--- src/rtl/pp_task_monitor_if.sv ---
// Controller-facing start/busy/irq handshake bundle observed by pp_task_monitor,
// together with the monitor's registered status outputs.
interface pp_task_monitor_if #(
    parameter int NUM_CH = 3,
    parameter int CNT_W  = 16,
    parameter int LAT_W  = 12
);
    logic [NUM_CH-1:0]       ch_start_i;
    logic [NUM_CH-1:0]       ch_busy_i;
    logic [NUM_CH-1:0]       ch_irq_i;
    logic [NUM_CH-1:0]       err_clr_i;
    logic [NUM_CH-1:0]       ch_active_o;
    logic [NUM_CH-1:0]       ch_err_o;
    logic [3*NUM_CH-1:0]     ch_err_code_o;
    logic [CNT_W*NUM_CH-1:0] done_cnt_o;
    logic [LAT_W*NUM_CH-1:0] last_lat_o;
    logic                    any_err_o;

    modport master (
        output ch_start_i, ch_busy_i, ch_irq_i, err_clr_i,
        input  ch_active_o, ch_err_o, ch_err_code_o, done_cnt_o, last_lat_o, any_err_o
    );

    modport slave (
        input  ch_start_i, ch_busy_i, ch_irq_i, err_clr_i,
        output ch_active_o, ch_err_o, ch_err_code_o, done_cnt_o, last_lat_o, any_err_o
    );
endinterface

--- src/rtl/pp_task_monitor.sv ---
// Per-channel start/busy/irq protocol monitor: lifecycle FSM, sticky first-error
// code, wrapping done counter and saturating start-to-irq latency.
module pp_task_monitor #(
    parameter int NUM_CH   = 3,
    parameter int START_TO = 8,
    parameter int RUN_TO   = 1024,
    parameter int CNT_W    = 16,
    parameter int LAT_W    = 12
) (
    input  logic             clk,
    input  logic             reset,
    pp_task_monitor_if.slave mon
);
    localparam int TMAX  = (START_TO > RUN_TO) ? START_TO : RUN_TO;
    localparam int TMR_W = $clog2(TMAX + 1);
    localparam logic [TMR_W-1:0] START_LIM = TMR_W'(START_TO);
    localparam logic [TMR_W-1:0] RUN_LIM   = TMR_W'(RUN_TO);
    localparam logic [LAT_W-1:0] LAT_MAX   = {LAT_W{1'b1}};

    localparam logic [2:0] E_START_ACT  = 3'd1;
    localparam logic [2:0] E_BUSY_TO    = 3'd2;
    localparam logic [2:0] E_RUN_TO     = 3'd3;
    localparam logic [2:0] E_SPUR_IRQ   = 3'd4;
    localparam logic [2:0] E_BUSY_DROP  = 3'd5;
    localparam logic [2:0] E_UNSOL_BUSY = 3'd6;

    typedef enum logic [1:0] {S_IDLE, S_ARMED, S_BUSY, S_FAULT} state_t;

    logic [NUM_CH-1:0] w_err_nx;
    logic              r_any;

    genvar g;
    generate
        for (g = 0; g < NUM_CH; g++) begin : g_ch
            state_t           r_state, w_state;
            logic [TMR_W-1:0] r_tmr, w_tmr, w_tinc;
            logic [LAT_W-1:0] r_lat, w_lat, w_linc, r_last;
            logic [CNT_W-1:0] r_cnt;
            logic [2:0]       r_code, w_code;
            logic             r_grace, w_grace, w_done, r_err, r_act;
            logic             w_st, w_bz, w_iq, w_clr;

            assign w_st   = mon.ch_start_i[g];
            assign w_bz   = mon.ch_busy_i[g];
            assign w_iq   = mon.ch_irq_i[g];
            assign w_clr  = mon.err_clr_i[g];
            assign w_tinc = r_tmr + TMR_W'(1);
            assign w_linc = (r_lat == LAT_MAX) ? r_lat : r_lat + LAT_W'(1);

            // Within each state the checks are ordered by code, so the lowest code wins.
            always_comb begin
                w_state = r_state;
                w_tmr   = r_tmr;
                w_lat   = r_lat;
                w_code  = r_code;
                w_grace = 1'b0;
                w_done  = 1'b0;
                if (w_clr) begin
                    w_state = S_IDLE;
                    w_code  = 3'd0;
                    w_tmr   = '0;
                end else begin
                    case (r_state)
                        S_IDLE: begin
                            if (w_iq) begin
                                w_state = S_FAULT;
                                w_code  = E_SPUR_IRQ;
                            end else if (w_bz && !w_st && !r_grace) begin
                                w_state = S_FAULT;
                                w_code  = E_UNSOL_BUSY;
                            end else if (w_st) begin
                                w_state = S_ARMED;
                                w_tmr   = '0;
                                w_lat   = LAT_W'(1);
                            end
                        end
                        S_ARMED: begin
                            if (w_st) begin
                                w_state = S_FAULT;
                                w_code  = E_START_ACT;
                            end else if (!w_bz && w_tinc == START_LIM) begin
                                w_state = S_FAULT;
                                w_code  = E_BUSY_TO;
                            end else if (w_iq) begin
                                w_state = S_FAULT;
                                w_code  = E_SPUR_IRQ;
                            end else if (w_bz) begin
                                w_state = S_BUSY;
                                w_tmr   = '0;
                                w_lat   = w_linc;
                            end else begin
                                w_tmr = w_tinc;
                                w_lat = w_linc;
                            end
                        end
                        S_BUSY: begin
                            if (w_st) begin
                                w_state = S_FAULT;
                                w_code  = E_START_ACT;
                            end else if (w_iq) begin
                                w_state = S_IDLE;
                                w_done  = 1'b1;
                                w_grace = 1'b1;
                                w_tmr   = '0;
                            end else if (w_tinc == RUN_LIM) begin
                                w_state = S_FAULT;
                                w_code  = E_RUN_TO;
                            end else if (!w_bz) begin
                                w_state = S_FAULT;
                                w_code  = E_BUSY_DROP;
                            end else begin
                                w_tmr = w_tinc;
                                w_lat = w_linc;
                            end
                        end
                        default: ;
                    endcase
                end
            end

            always_ff @(posedge clk) begin
                if (reset) begin
                    r_state <= S_IDLE;
                    r_tmr   <= '0;
                    r_lat   <= '0;
                    r_code  <= '0;
                    r_grace <= 1'b1;  // busy left over from before reset gets one cycle
                    r_cnt   <= '0;
                    r_last  <= '0;
                    r_err   <= 1'b0;
                    r_act   <= 1'b0;
                end else begin
                    r_state <= w_state;
                    r_tmr   <= w_tmr;
                    r_lat   <= w_lat;
                    r_code  <= w_code;
                    r_grace <= w_grace;
                    r_err   <= (w_state == S_FAULT);
                    r_act   <= (w_state == S_ARMED) || (w_state == S_BUSY);
                    if (w_done) begin
                        r_cnt  <= r_cnt + CNT_W'(1);
                        r_last <= r_lat;
                    end
                end
            end

            assign w_err_nx[g]                         = (w_state == S_FAULT);
            assign mon.ch_active_o[g]                  = r_act;
            assign mon.ch_err_o[g]                     = r_err;
            assign mon.ch_err_code_o[3*g +: 3]         = r_code;
            assign mon.done_cnt_o[CNT_W*g +: CNT_W]    = r_cnt;
            assign mon.last_lat_o[LAT_W*g +: LAT_W]    = r_last;
        end
    endgenerate

    always_ff @(posedge clk) begin
        if (reset) r_any <= 1'b0;
        else       r_any <= |w_err_nx;
    end

    assign mon.any_err_o = r_any;
endmodule

--- src/flat_wrapper.sv ---
// flat-port wrapper written by rule: the top's interface ports become plain ports
module pp_task_monitor_flat 
#(
    parameter int NUM_CH   = 3,
    parameter int START_TO = 8,
    parameter int RUN_TO   = 1024,
    parameter int CNT_W    = 16,
    parameter int LAT_W    = 12
)
  (clk, reset, mon_ch_start_i, mon_ch_busy_i, mon_ch_irq_i, mon_err_clr_i, mon_ch_active_o, mon_ch_err_o, mon_ch_err_code_o, mon_done_cnt_o, mon_last_lat_o, mon_any_err_o);
  pp_task_monitor_if #(.NUM_CH(NUM_CH), .CNT_W(CNT_W), .LAT_W(LAT_W)) mon_i ();
  input  logic clk;
  input  logic reset;
  input wire logic [$bits(mon_i.ch_start_i)-1:0] mon_ch_start_i;
  input wire logic [$bits(mon_i.ch_busy_i)-1:0] mon_ch_busy_i;
  input wire logic [$bits(mon_i.ch_irq_i)-1:0] mon_ch_irq_i;
  input wire logic [$bits(mon_i.err_clr_i)-1:0] mon_err_clr_i;
  output wire logic [$bits(mon_i.ch_active_o)-1:0] mon_ch_active_o;
  output wire logic [$bits(mon_i.ch_err_o)-1:0] mon_ch_err_o;
  output wire logic [$bits(mon_i.ch_err_code_o)-1:0] mon_ch_err_code_o;
  output wire logic [$bits(mon_i.done_cnt_o)-1:0] mon_done_cnt_o;
  output wire logic [$bits(mon_i.last_lat_o)-1:0] mon_last_lat_o;
  output wire logic [$bits(mon_i.any_err_o)-1:0] mon_any_err_o;
  assign mon_i.ch_start_i = mon_ch_start_i;
  assign mon_i.ch_busy_i = mon_ch_busy_i;
  assign mon_i.ch_irq_i = mon_ch_irq_i;
  assign mon_i.err_clr_i = mon_err_clr_i;
  assign mon_ch_active_o = mon_i.ch_active_o;
  assign mon_ch_err_o = mon_i.ch_err_o;
  assign mon_ch_err_code_o = mon_i.ch_err_code_o;
  assign mon_done_cnt_o = mon_i.done_cnt_o;
  assign mon_last_lat_o = mon_i.last_lat_o;
  assign mon_any_err_o = mon_i.any_err_o;
  pp_task_monitor #(.NUM_CH(NUM_CH), .START_TO(START_TO), .RUN_TO(RUN_TO), .CNT_W(CNT_W), .LAT_W(LAT_W)) u_core (.clk(clk), .reset(reset), .mon(mon_i));
endmodule
--- config.mk ---
export PLATFORM = sky130hd
export DESIGN_NAME = pp_task_monitor_flat
export DESIGN_NICKNAME = d
export VERILOG_FILES = /design/src/rtl/pp_task_monitor_if.sv /design/src/rtl/pp_task_monitor.sv /design/src/flat_wrapper.sv
export SDC_FILE = /design/constraint.sdc
export NUM_CORES = 1
export LEC_CHECK = 0
export BUFFER_PORTS_ARGS = -buffer_cell sky130_fd_sc_hd__buf_2
export CORE_ASPECT_RATIO = 1.4
export CORE_UTILIZATION = 40
export DETAILED_ROUTE_END_ITERATION = 10
export SYNTH_ARGS = -nofsm -noshare
export SYNTH_HDL_FRONTEND = slang
export SYNTH_SLANG_ARGS = --single-unit
--- constraint.sdc ---
create_clock -name clk -period 3.1 [get_ports clk]
set_input_delay 0.465 -clock clk [delete_from_list [all_inputs] [get_ports clk]]
set_output_delay 0.465 -clock clk [all_outputs]
set_load 0.005 [all_outputs]
# Word-level counts from Yosys, hierarchy flattened
# Index checks and enable logic that the tools add are counted.
[op_classes] n_addsub=9 n_eq_ne=72 muxes=153 n_bitwise=3 reduce_logical=40
[op_table] cell="12-bit 2-to-1 mux" count=33
[op_table] cell="11-bit 2-to-1 mux" count=33
[op_table] cell="12-bit case mux with 3 select lines" count=3
[op_table] cell="11-bit case mux with 3 select lines" count=3
[op_table] cell="3-bit 2-to-1 mux" count=27
[op_table] cell="2-bit 2-to-1 mux" count=36
[op_table] cell="2-bit inequality test, second input constant" count=30
[op_table] cell="16-bit by 1-bit adder with 16-bit output, second input constant" count=3
[op_table] cell="12-bit by 1-bit adder with 12-bit output, second input constant" count=3
[op_table] cell="12-bit == test, second input constant" count=3
[op_table] cell="12-bit AND reduction" count=3
[op_table] cell="11-bit by 1-bit adder with 11-bit output, second input constant" count=3
[op_table] cell="11-bit == test, second input constant" count=3
[op_table] cell="11-bit by 4-bit == test with 1-bit output, second input constant" count=3
[op_table] cell="10-bit AND reduction" count=3
[op_table] cell="3-bit inequality test, second input constant" count=9
[op_table] cell="3-bit case mux with 3 select lines" count=3
[op_table] cell="4-bit by 3-bit inequality test with 1-bit output, second input constant" count=6
[op_table] cell="2-bit == test, second input constant" count=9
[op_table] cell="2-bit case mux with 3 select lines" count=3
[op_table] cell="5-bit AND reduction" count=3
[op_table] cell="2-bit by 1-bit == test with 1-bit output, second input constant" count=6
[op_table] cell="1-bit 2-to-1 mux" count=12
[op_table] cell="1-bit logical AND" count=9
[op_table] cell="8 further kinds" count=28
[word_totals] register_bits=178 inputBits=14 output_inout_bits=100 elab_cells=305

# Longest topological paths before layout
[depth] word_depth=9 ltp_mapped=11 mapped_depth_nobuf=11

# Least setup slack after synthesis
# No wires, ideal clock.
[synth_timing] kind="reg2reg" from="register u_core.g_ch[0].r_tmr[0]" to="register u_core.r_any (netlist: u_core.mon.any_err_o)" setup_ps=127 t_arrival_ps=2825 required_ps=2973 slack_ps=148 path_stages_with_launch=12 path_buffers=0 synth_period_minus_slack_ps=2952 path_cell_list="dfxtp_1 > ha_1 > nand4_1 > or3_1 > nand3_1 > a21oi_1 > o311a_1 > nor4_1 > nor3_1 > ha_1 > nor2b_1 > or3_1"
[synth_via] elab_chain_len=9 elab_cells_between_ends=13 cone_classes="add/sub (1); eq/ne (3); mux (7); reduce/logical (2)"
[synth_rtl] item="from (decl)" line_no="pp_task_monitor.sv:36" rtl="logic [TMR_W-1:0] r_tmr, w_tmr, w_tinc;"
[synth_rtl] item="from (signal assigned)" line_no="pp_task_monitor.sv:134" rtl="r_tmr <= w_tmr;"
[synth_rtl] item="11-bit by 1-bit adder with 11-bit output *" line_no="pp_task_monitor.sv:47" rtl="assign w_tinc = r_tmr + TMR_W'(1);"
[synth_rtl] item="11-bit == test or 11-bit by 4-bit == test with 1-bit output (tied branches)" line_no="pp_task_monitor.sv:105, pp_task_monitor.sv:81"
[synth_rtl] item="2-bit 2-to-1 mux or 1-bit logical AND (tied branches)" line_no="pp_task_monitor.sv:105, pp_task_monitor.sv:81"
[synth_rtl] item="2-bit 2-to-1 mux (on tied branches)" line_no="pp_task_monitor.sv:100, pp_task_monitor.sv:81"
[synth_rtl] item="2-bit 2-to-1 mux (on tied branches)" line_no="pp_task_monitor.sv:97, pp_task_monitor.sv:78"
[synth_rtl] item="2-bit case mux with 3 select lines *" line_no="pp_task_monitor.sv:63" rtl="case (r_state)"
[synth_rtl] item="2-bit 2-to-1 mux *" line_no="pp_task_monitor.sv:58" rtl="if (w_clr) begin"
[synth_rtl] item="net u_core.g_ch[0].w_state[1]" line_no="pp_task_monitor.sv:35" rtl="state_t r_state, w_state;"
[synth_rtl] item="2-bit == test *" line_no="pp_task_monitor.sv:147" rtl="assign w_err_nx[g] = (w_state == S_FAULT);"
[synth_rtl] item="net u_core.w_err_nx[0]" line_no="pp_task_monitor.sv:29" rtl="logic [NUM_CH-1:0] w_err_nx;"
[synth_rtl] item="3-bit OR reduction *" line_no="pp_task_monitor.sv:158" rtl="else r_any <= |w_err_nx;"
[synth_rtl] item="to (signal assigned)" line_no="pp_task_monitor.sv:158"
[synth_rtl] item="to (decl)" line_no="pp_task_monitor.sv:30" rtl="logic r_any;"
# The timed path passes the listed nets; every way through them passes the cells marked *.
# A chain may end at the register's enable or synchronous reset.

# Final worst setup path
[layout_timing] from="register u_core.g_ch[0].r_tmr[0]" to="register u_core.g_ch[0].r_act"
[layout_via] elab_chain_len=9 elab_cells_between_ends=14 cone_classes="add/sub (1); eq/ne (4); mux (7); reduce/logical (2)"
[layout_rtl] item="11-bit by 1-bit adder with 11-bit output *" line_no="pp_task_monitor.sv:47"
[layout_rtl] item="11-bit == test or 11-bit by 4-bit == test with 1-bit output (tied branches)" line_no="pp_task_monitor.sv:105, pp_task_monitor.sv:81"
[layout_rtl] item="2-bit 2-to-1 mux or 1-bit logical AND (tied branches)" line_no="pp_task_monitor.sv:105, pp_task_monitor.sv:81"
[layout_rtl] item="2-bit 2-to-1 mux (on tied branches)" line_no="pp_task_monitor.sv:100, pp_task_monitor.sv:81"
[layout_rtl] item="2-bit 2-to-1 mux (on tied branches)" line_no="pp_task_monitor.sv:97, pp_task_monitor.sv:78"
[layout_rtl] item="2-bit case mux with 3 select lines *" line_no="pp_task_monitor.sv:63"
[layout_rtl] item="2-bit 2-to-1 mux *" line_no="pp_task_monitor.sv:58"
[layout_rtl] item="net u_core.g_ch[0].w_state[1]" line_no="pp_task_monitor.sv:35"
[layout_rtl] item="2-bit by 1-bit == test with 1-bit output or 2-bit == test (tied branches)" line_no="pp_task_monitor.sv:139" rtl="r_act <= (w_state == S_ARMED) || (w_state == S_BUSY);"
[layout_rtl] item="1-bit logical OR *" line_no="pp_task_monitor.sv:139"
[layout_rtl] item="to (signal assigned)" line_no="pp_task_monitor.sv:139"
[layout_rtl] item="to (decl)" line_no="pp_task_monitor.sv:40" rtl="logic r_grace, w_grace, w_done, r_err, r_act;"
# Marked as above.

==> impl_metrics.sql <==
INSERT INTO impl_metrics (metric_group, metric, value, unit) VALUES
('run_status', 'status', 'finished, final reports clean', ''),
('worst_setup_path', 'crit_path_start_kind', 'flip-flop', ''),
('placed_design', 'post-place-ws', '0.1259', 'ns'),
('timing', 'final.setup_skew', '0.004496', 'ns'),
('cts', 'max-clock-path-buffers', '2', ''),
('drt', 'detailedRoute.firstPassIterationCount', '5', ''),
('drt', 'postRouteAntennaNets', '0', ''),
('drt', 'detail_route.vias_per_cell', '5.540', ''),
('drt', 'wl_per_cell', '15.22', 'µm'),
('timing', 'layout_setup_ws', '0.1785', 'ns'),
('floorplan', 'initial_core_util', '40.77', '%'),
('global_routing', 'globalRoute.totalOverflow', '0', ''),
('global_routing', 'grt_antenna_before_repair', '0', ''),
('job', 'maxCapViolations', '0', ''),
('yosys', 'synth_async_sr_flop_share', '0', '%'),
('yosys', 'post_synth_num_cell_types', '87', ''),
('yosys', 'post_synth_inst_count', '1193', ''),
('placed_design', 'gpl.final_weighted_congestion', '0.8998', ''),
('yosys', 'yosysSeqAreaShare', '37.53', '%'),
('floorplan', 'die-height', '184.3', 'µm'),
('timing', 'timing.slew.headroom', '37.13', '%'),
('floorplan', 'die_width', '132.2', 'µm'),
('cells_and_area', 'final_layout_size_suffix_gt1_share', '16.92', '%'),
('floorplan', 'floorplan.die_area', '0.02437', 'mm²'),
('floorplan', 'pin_count', '114', ''),
('placed_design', 'dpl.hpwl', '17.65', 'mm'),
('floorplan', 'fp.coreArea', '0.02329', 'mm²'),
('floorplan', 'row_count', '66', ''),
('yosys', 'postSynthAreaPerCell', '7.959', 'µm²'),
('timing', 'timing_hold_violations_final', '0', ''),
('drt', 'initial_drt_markers', '490', ''),
('worst_hold_path', 'hp-class', 'input port to flip-flop', ''),
('yosys', 'yosys_most_used_dff', 'dfxtp_1', ''),
('cells_and_area', 'layout-area-overhead-vs-synth', '16.21', '%'),
('yosys', 'netlist_area_before_placement', '0.009495', 'mm²'),
('timing', 'finalSetupTns', '0', 'ns'),
('cts', 'worstSkewPairLatency', '0.43', 'ns'),
('cts', 'cts_root_buf', 'clkbuf_16', ''),
('timing', 'fin_worst_hold_slack', '0.4089', 'ns'),
('cells_and_area', 'layout.cell_area.non_filler', '0.01103', 'mm²'),
('timing', 'fmax', '0.3423', 'GHz'),
('timing', 'worst_slew_pin_slew', '0.9396', 'ns'),
('worst_setup_path', 'cp.arrival', '3.23', 'ns'),
('placed_design', 'portBuffers', '113', ''),
('worst_setup_path', 'critPathKind', 'flip-flop to flip-flop', ''),
('yosys', 'postSynthRegisterBits', '178', ''),
('cts', 'cts.sink_count', '178', ''),
('placed_design', 'placed_cell_area', '0.01042', 'mm²'),
('cts', 'cts_buffers', '17', ''),
('worst_setup_path', 'cp_max_fanout', '8', ''),
('timing', 'finalSetupViolCount', '0', ''),
('cts', 'cts.clk_slew.worst_paths', '0.07', 'ns'),
('cells_and_area', 'final_util', '47.38', '%'),
('yosys', 'ys.warnings.count', '0', ''),
('power_and_ir_drop', 'power_per_cell_area', '460.9', 'mW/mm²'),
('worst_setup_path', 'worst_setup_path_end_kind', 'flip-flop', ''),
('timing', 'finalWorstPathRequiredPeriod', '2.921', 'ns'),
('timing', 'fin_crit_sh', '94.24', '%'),
('cts', 'clock_tree_from_tritoncts', 'built', ''),
('drt', 'remaining_drc_errors', '0', ''),
('yosys', 'synth_fp_nets', '1234', ''),
('global_routing', 'grt_start_max_net_pins', '56', ''),
('cts', 'cts.htree.levels', '4', ''),
('drt', 'drt-total-wl', '24.53', 'mm'),
('power_and_ir_drop', 'max-vdd-ir-drop', '0.0003862', 'V'),
('cts', 'post_cts_hold_fix_bufs', '0', ''),
('cells_and_area', 'num-nets-final', '1334', ''),
('worst_setup_path', 'critical_path_required', '3.41', 'ns'),
('yosys', 'synth_edf_count', '0', ''),
('global_routing', 'globalRouteTotalUtil', '20.47', '%'),
('global_routing', 'via_count_of_the_first_global_routing_pass', '8377', ''),
('timing', 'grt_setup_unrepaired', 'false', ''),
('cells_and_area', 'antenna_cells_inserted', '0', ''),
('timing', 'timing.final.max_slew_violations', '0', ''),
('drt', 'num_vias', '8930', ''),
('global_routing', 'global_route_wire_length_before_repair', '40.81', 'mm'),
('power_and_ir_drop', 'leak_pwr', '4.216', 'nW');
==> cell type report <==
type,instances,area [µm²]
Multi-Input combinational cell,893,5436
Clock inverter,9,105.1
Fill cell,2373,12250
Clock buffer,23,478.0
Sequential cell,178,3567
Tap cell,306,382.9
Inverter,51,191.4
Timing Repair Buffer,152,873.3
==> stage by stage <==
step / std cells / power, mW
5_1_grt: 1612 / 5.326
2_1_floorplan: 1193 / 2.812
4_1_cts: 1612 / 5.148
3_5_place_dp: 1580 / 2.983
3_3_place_gp: 1580 / 2.981
6_report: 1612 / 5.086
==> final timing paths <==
kind,startpoint,slack (ns),cells after the start,endpoint
worst max register to register,u_core.g_ch[0].r_tmr[0],0.18,10,u_core.g_ch[0].r_act
worst min-delay path,reset,0.41,2,u_core.g_ch[0].r_last[0]
worst min register to register,u_core.g_ch[1].r_last[11],0.45,2,u_core.g_ch[1].r_last[11]
worst max-delay path,u_core.g_ch[0].r_tmr[0],0.18,10,u_core.g_ch[0].r_act
==> synth_stat cells, types with 23 or more instances <==
| library cell | count | share of area [%] |
|---|---|---|
| dfxtp_1 | 178 | 38 |
| nand2_1 | 160 | 6.3 |
| nor2_1 | 104 | 4.1 |
| a21oi_1 | 98 | 5.2 |
| o21ai_0 | 60 | 3.2 |
| nand3_1 | 59 | 3.1 |
| inv_1 | 50 | 2.0 |
| clkbuf_1 | 43 | 1.7 |
| nor3_1 | 33 | 1.7 |
| xor2_1 | 29 | 2.7 |
| ha_1 | 27 | 3.6 |
| a32o_1 | 25 | 2.6 |
| nor2b_1 | 24 | 1.6 |
| nand4_1 | 23 | 1.5 |
| nor4_1 | 23 | 1.5 |
==> layer usage <==
layer / track usage, % / part of all wire, % / up-vias
met5: 0 / 0 / -
met4: 8.460 / 2.7 / 0
met3: 4.043 / 3.4 / 42
met2: 36.34 / 50 / 173
met1: 23.99 / 44 / 4235
li1: - / - / 4480
==> sequential cells by signal (all words and copies together) (netlist names) <==
name	cells
u_core.g_ch.r_err	3
u_core.g_ch.r_cnt	48
u_core.g_ch.r_state	6
u_core.g_ch.r_lat	36
u_core.mon.any_err_o	1
u_core.g_ch.r_code	9
u_core.g_ch.r_last	36
u_core.g_ch.r_tmr	33
u_core.g_ch.r_grace	3
u_core.g_ch.r_act	3
==> layout by cell type (no fill, tap or decap), drive strengths merged, types with 20 or more instances in the layout <==
master	n
dfxtp	178
nand2	160
buf	152
nor2	105
a21oi	99
o21ai	61
nand3	60
inv	50
nor3	33
xor2	29
ha	27
a32o	25
nor4	25
nor2b	24
nand4	24
and3	23
clkbuf	23
xnor2	20
==> kinds of logic (layout without fill, tap and decap cells) <==
kind of cell	Yosys count	count (layout)	synth area share (%)
buf+inv	122	235	5.626
flops	178	178	37.53
mux	12	12	1.278
simple gates	529	529	27.99
compound gates	276	276	19.50
fa+ha+maj	27	27	3.558
xor+xnor	49	49	4.520
==> critical path, cell delays in order (launching register included) <==
cell and delay (ns):
dfxtp_1 0.32, ha_2 0.22, or3_1 0.31, a2111o_1 0.46, a221o_1 0.38, a21oi_1 0.26, o311a_1 0.23, nor4_2 0.05
nor3_1 0.19, ha_1 0.26, nor2b_1 0.12
==> power breakdown <==
part / switching (mW) / internal, mW
Combinational: 0.374 / 0.216
Clock: 0.899 / 1.25
Sequential: 0.0289 / 2.32
Total: 1.30 / 3.78
==> repair_timing <==
action                     CTS  global route
gates resized for setup      0            10
buffers inserted             0             0
setup endpoints to repair    0            13
Note: power is estimated with default switching activity, not from simulation.
